### src/rtl/regfile_wr_arbiter.sv
// Register-file write-port arbiter.
// Two writeback sources (A: execute, B: load/multi-cycle) share one RF write port.
// Ready is combinational from the valids and the last-grant state. The accepted
// write is registered and shows up on the RF port for exactly one cycle.
// Writes to x0 are accepted but never reach the RF.
// Build option: RF_ARB_RR_EN selects round-robin on contention. When it is not
// defined, A has fixed priority. The last-grant state is tracked either way.
module regfile_wr_arbiter #(
  parameter int DATA_WIDTH = 32,
  parameter int ADDR_WIDTH = 5
) (
  input  logic                  i_clk,
  input  logic                  i_rst,
  input  logic                  i_a_valid,
  input  logic [ADDR_WIDTH-1:0] i_a_addr,
  input  logic [DATA_WIDTH-1:0] i_a_data,
  output logic                  o_a_ready,
  input  logic                  i_b_valid,
  input  logic [ADDR_WIDTH-1:0] i_b_addr,
  input  logic [DATA_WIDTH-1:0] i_b_data,
  output logic                  o_b_ready,
  output logic                  o_reg_write,
  output logic [ADDR_WIDTH-1:0] o_rd_addr,
  output logic [DATA_WIDTH-1:0] o_rd_data,
  output logic [1:0]            o_last_grant
);

  localparam logic [1:0] ST_IDLE   = 2'b00;
  localparam logic [1:0] ST_LAST_A = 2'b01;
  localparam logic [1:0] ST_LAST_B = 2'b10;

  typedef struct packed {
    logic [ADDR_WIDTH-1:0] addr;
    logic [DATA_WIDTH-1:0] data;
  } wr_req_t;

  logic [1:0] state_q, state_d;
  logic       b_wins;
  logic       xfer;
  wr_req_t    sel;
  wr_req_t    wr_q, wr_d;
  logic       reg_write_q, reg_write_d;

`ifdef RF_ARB_RR_EN
  // On contention, B wins only when A took the previous grant.
  assign b_wins = (state_q == ST_LAST_A);
`else
  // On contention, A always wins.
  assign b_wins = 1'b0;
`endif

  // Readies depend only on the valids and the state. Reset forces them low.
  assign o_a_ready = ~i_rst & i_a_valid & ~(i_b_valid & b_wins);
  assign o_b_ready = ~i_rst & i_b_valid & (~i_a_valid | b_wins);
  assign xfer      = o_a_ready | o_b_ready;

  // Select the granted write. Track the last grant. Drop x0 writes from the RF port.
  always_comb begin
    state_d     = state_q;
    sel         = '{addr: i_a_addr, data: i_a_data};
    if (o_b_ready) sel = '{addr: i_b_addr, data: i_b_data};
    if (o_a_ready) state_d = ST_LAST_A;
    else if (o_b_ready) state_d = ST_LAST_B;
    reg_write_d = xfer & (|sel.addr);
    wr_d        = reg_write_d ? sel : wr_q;
  end

  // State and RF-port registers. Address and data hold when no write is issued.
  always_ff @(posedge i_clk or posedge i_rst) begin
    if (i_rst) begin
      state_q     <= ST_IDLE;
      reg_write_q <= 1'b0;
      wr_q        <= '0;
    end else begin
      state_q     <= state_d;
      reg_write_q <= reg_write_d;
      wr_q        <= wr_d;
    end
  end

  assign o_reg_write  = reg_write_q;
  assign o_rd_addr    = wr_q.addr;
  assign o_rd_data    = wr_q.data;
  assign o_last_grant = state_q;

endmodule

### config.mk
export PLATFORM = sky130hd
export DESIGN_NAME = regfile_wr_arbiter
export DESIGN_NICKNAME = d
export VERILOG_FILES = /design/src/rtl/regfile_wr_arbiter.sv
export SDC_FILE = /design/constraint.sdc
export NUM_CORES = 1
export LEC_CHECK = 0
export ABC_AREA = 1
export CAP_MARGIN = 10
export CORE_MARGIN = 10
export CORE_UTILIZATION = 42
export CTS_CLUSTER_SIZE = 16
export DETAILED_ROUTE_END_ITERATION = 16
export PLACE_DENSITY_LB_ADDON = 0.3
export SYNTH_ARGS = -nofsm -noshare
export SYNTH_HDL_FRONTEND = slang
export SYNTH_SLANG_ARGS = --single-unit
### constraint.sdc
create_clock -name i_clk -period 4.5 [get_ports i_clk]
set_input_delay 0.9 -clock i_clk [delete_from_list [all_inputs] [get_ports i_clk]]
set_output_delay 0.9 -clock i_clk [all_outputs]
set_load 0.05 [all_outputs]
==> flow_summary_export.csv <==
group,metric,value,unit
outcome,status,"completed",
die,die_x,91.4,um
cells_and_area,final_common_cell,"nand2_1",
pwr,pwr-share-seq,37.9,%
clocking,cts.reportedPaths.clkPinSlew,0.07,ns
worst_setup_path,worstPathArrival,3.83,ns
worst_setup_path,r2r_cells,2,
worst_setup_path,critPathMaxFanout,44,
place,gp_congestion,0.779,
pwr,power_switching,0.464,mW
clocking,clock_path_buffers,2,
logic_synthesis,yosysWarnings,0,
logic_synthesis,syn_inst,314,
logic_synthesis,syn_nets,392,
worst_setup_path,rr_endpoint,"o_last_grant[0]$_DFFE_PP0P_",
cells_and_area,n_antenna_cell,0,
cells_and_area,area_growth,59.3,%
pwr,power_frac_clock,18.0,%
timing,rsz0062_at_grt,"no",
die,die_area,0.00836,mm^2
clocking,clkSinkCount,40,
die,rows,25,
worst_setup_path,crit_end,"o_rd_data[20]$_DFFE_PP0P_",
logic_synthesis,ys_types,15,
worst_setup_path,critPathLaunchType,"input port",
timing,finalSetupViolations,0,
pwr,leakage,1.77,nW
routing,routedWlPerCell,13.6,um
clocking,cts_setup_buffers,0,
routing,ant_nets,0,
routing,wl,6.69,mm
cells_and_area,drive_gt1_share,3.31,%
die,coreArea,0.00485,mm^2
worst_setup_path,end_kind,"flop",
logic_synthesis,synth_top_area_share,46.7,%
logic_synthesis,yosysSeqAreaShare,46.7,%
clocking,hold_buffers,0,
pwr,powerDensity,343,mW/mm^2
timing,worstMarginPinSlew,1.12,ns
global_routing,grt_first_pass_wirelength,11.0,mm
timing,period_needed,3.61,ns
cells_and_area,layout_common_cells,"192 x nand2_1, 118 x clkdlybuf4s50_1, 40 x dfrtp_1",
pwr,switching_share,39.6,%
timing,finClkSkew,0,ns
clocking,tritoncts,"done",
die,io_pins,120,
global_routing,grt_max_degree,45,
die,die_h,91.4,um
hold_path,hold_path_class,"flop to flop",
logic_synthesis,synth_top_cell_by_area,"dfrtp_1",
clocking,cts_root_buffer,"clkbuf_8",
worst_setup_path,crit_required,4.72,ns
timing,relSlewSlack,25.4,%
hold_path,min_from,"o_rd_data[2]$_DFFE_PP0P_",
logic_synthesis,syn_avg_cell_area,6.83,um^2
pwr,worst_ir_drop_vdd,236,uV
logic_synthesis,synth_xor_area_share,0,%
worst_setup_path,crit_type,"input port to flop",
logic_synthesis,muxShareOfSynthArea,0,%
global_routing,grt_antenna_before_repair,0,
cells_and_area,fin_nets,503,
logic_synthesis,syn_area,0.00214,mm^2
logic_synthesis,synth_area_leaders,"dfrtp_1 47%, nand2_1 34%, nand3_1 8.6%",
worst_setup_path,worstSetupStartpoint,"i_b_valid",
routing,via_per_inst,4.68,
pwr,comb_power_share,44.1,%
worst_setup_path,r2r_setup_slack,3.81,ns
worst_setup_path,r2r-start,"o_last_grant[0]$_DFFE_PP0P_",
logic_synthesis,synth-compound-area-share,1.40,%
clocking,cts_made_buffers,5,
logic_synthesis,synth_fa_ha_area_share,0,%
routing,drc,0,
logic_synthesis,yosys_register_bits,40,
clocking,clk_latency,0.28,ns
hold_path,whs_path_depth,2,
timing,period_share,80.3,%
pwr,intPower,0.707,mW
routing,drt_iter0_drc,115,
timing,fmax,277,MHz
clocking,htreeDepth,2,
timing,slew_viol_final,0,
global_routing,overflow,0,
logic_synthesis,synth_top_family_by_area,"simple AND/OR/NAND/NOR gates",
place,dp_hpwl,5.12,mm
timing,hold_violations,0,
place,io_buffer_count,119,
logic_synthesis,synthSimpleGateAreaFrac,44.3,%
die,start_util,44.2,%
global_routing,grt_pass1_vias,2354,
timing,final.setup.tns,0,ns
clocking,post_cts_resized,0,
global_routing,grt_usage,15.9,%
job,drv_cap,0,
routing,dr_total_vias,2294,
routing,dr.pass1.iters,4,
pwr,p_total,1.17,mW
-- through the flow --
step	worst slack, ns	util (%)	cells	cell area [um^2]	hold WS, ns
2_1_floorplan	1.18	-	314	2140	0.750
3_3_place_gp	0.707	69.0	485	3340	0.453
3_5_place_dp	0.551	69.0	485	3340	0.457
4_1_cts	0.861	70.4	490	3410	0.474
5_1_grt	0.496	70.4	490	3410	0.487
6_report	0.886	70.4	490	3410	0.471
-- final cells by class --
class	instances	area (um^2)
repair buffers	121	1220
fillers	417	1440
clock buffers	5	68.8
well taps	67	83.8
inverters	17	63.8
multi-input cells	240	980
flip-flops and latches	40	1000
-- cells by family after synthesis --
logic type             Yosys count
AO/OA/AOI/OAI                    4
buffers and inverters           34
flip-flops                      40
AND/OR/NAND/NOR                236
-- power by group through the flow --
stage                     Sequential [mW]  Combinational [mW]  Clock, mW
after CTS                           0.444               0.524      0.216
after floorplan                     0.647               0.111          0
after detailed placement            0.450               0.523          0
final                               0.444               0.517      0.210
after global routing                0.451               0.551      0.235
after global placement              0.447               0.516          0
-- sequential cells by signal, indices dropped and copies added, names as in the netlist --
| name | cells |
|---|---|
| o_last_grant | 2 |
| o_rd_addr | 5 |
| o_rd_data | 32 |
| o_reg_write | 1 |
-- layer usage --
metal,GRT usage [%],share of wire (%)
met2,30.5,54
met5,0,0
met1,15.5,37
met3,4.94,7.2
met4,5.61,1.6
-- worst min path at each step --
stage,endpoint
after CTS,o_rd_data[9]$_DFFE_PP0P_
after detailed placement,o_rd_data[9]$_DFFE_PP0P_
after floorplan,o_rd_addr[0]$_DFFE_PP0P_
final,o_rd_data[2]$_DFFE_PP0P_
after global routing,o_rd_data[2]$_DFFE_PP0P_
after global placement,o_rd_data[18]$_DFFE_PP0P_
-- critical path, cell delays in order --
cell,delay [ns]
clkdlybuf4s50_1,0.53
nand3_4,0.38
inv_2,0.63
nand2_1,0.10
nand2_1,0.10
nor2_1,0.05
nand2_1,0.81
nand3_1,0.18
nand2_1,0.13
-- Yosys cell counts, drive strengths merged --
cell    instances
clkbuf          6
nand3b          1
nor2            5
o21ai           3
buf            11
nand3          38
inv            17
dfrtp          40
nand2         192
o21bai          1
Power figures use the tool's default switching activity.
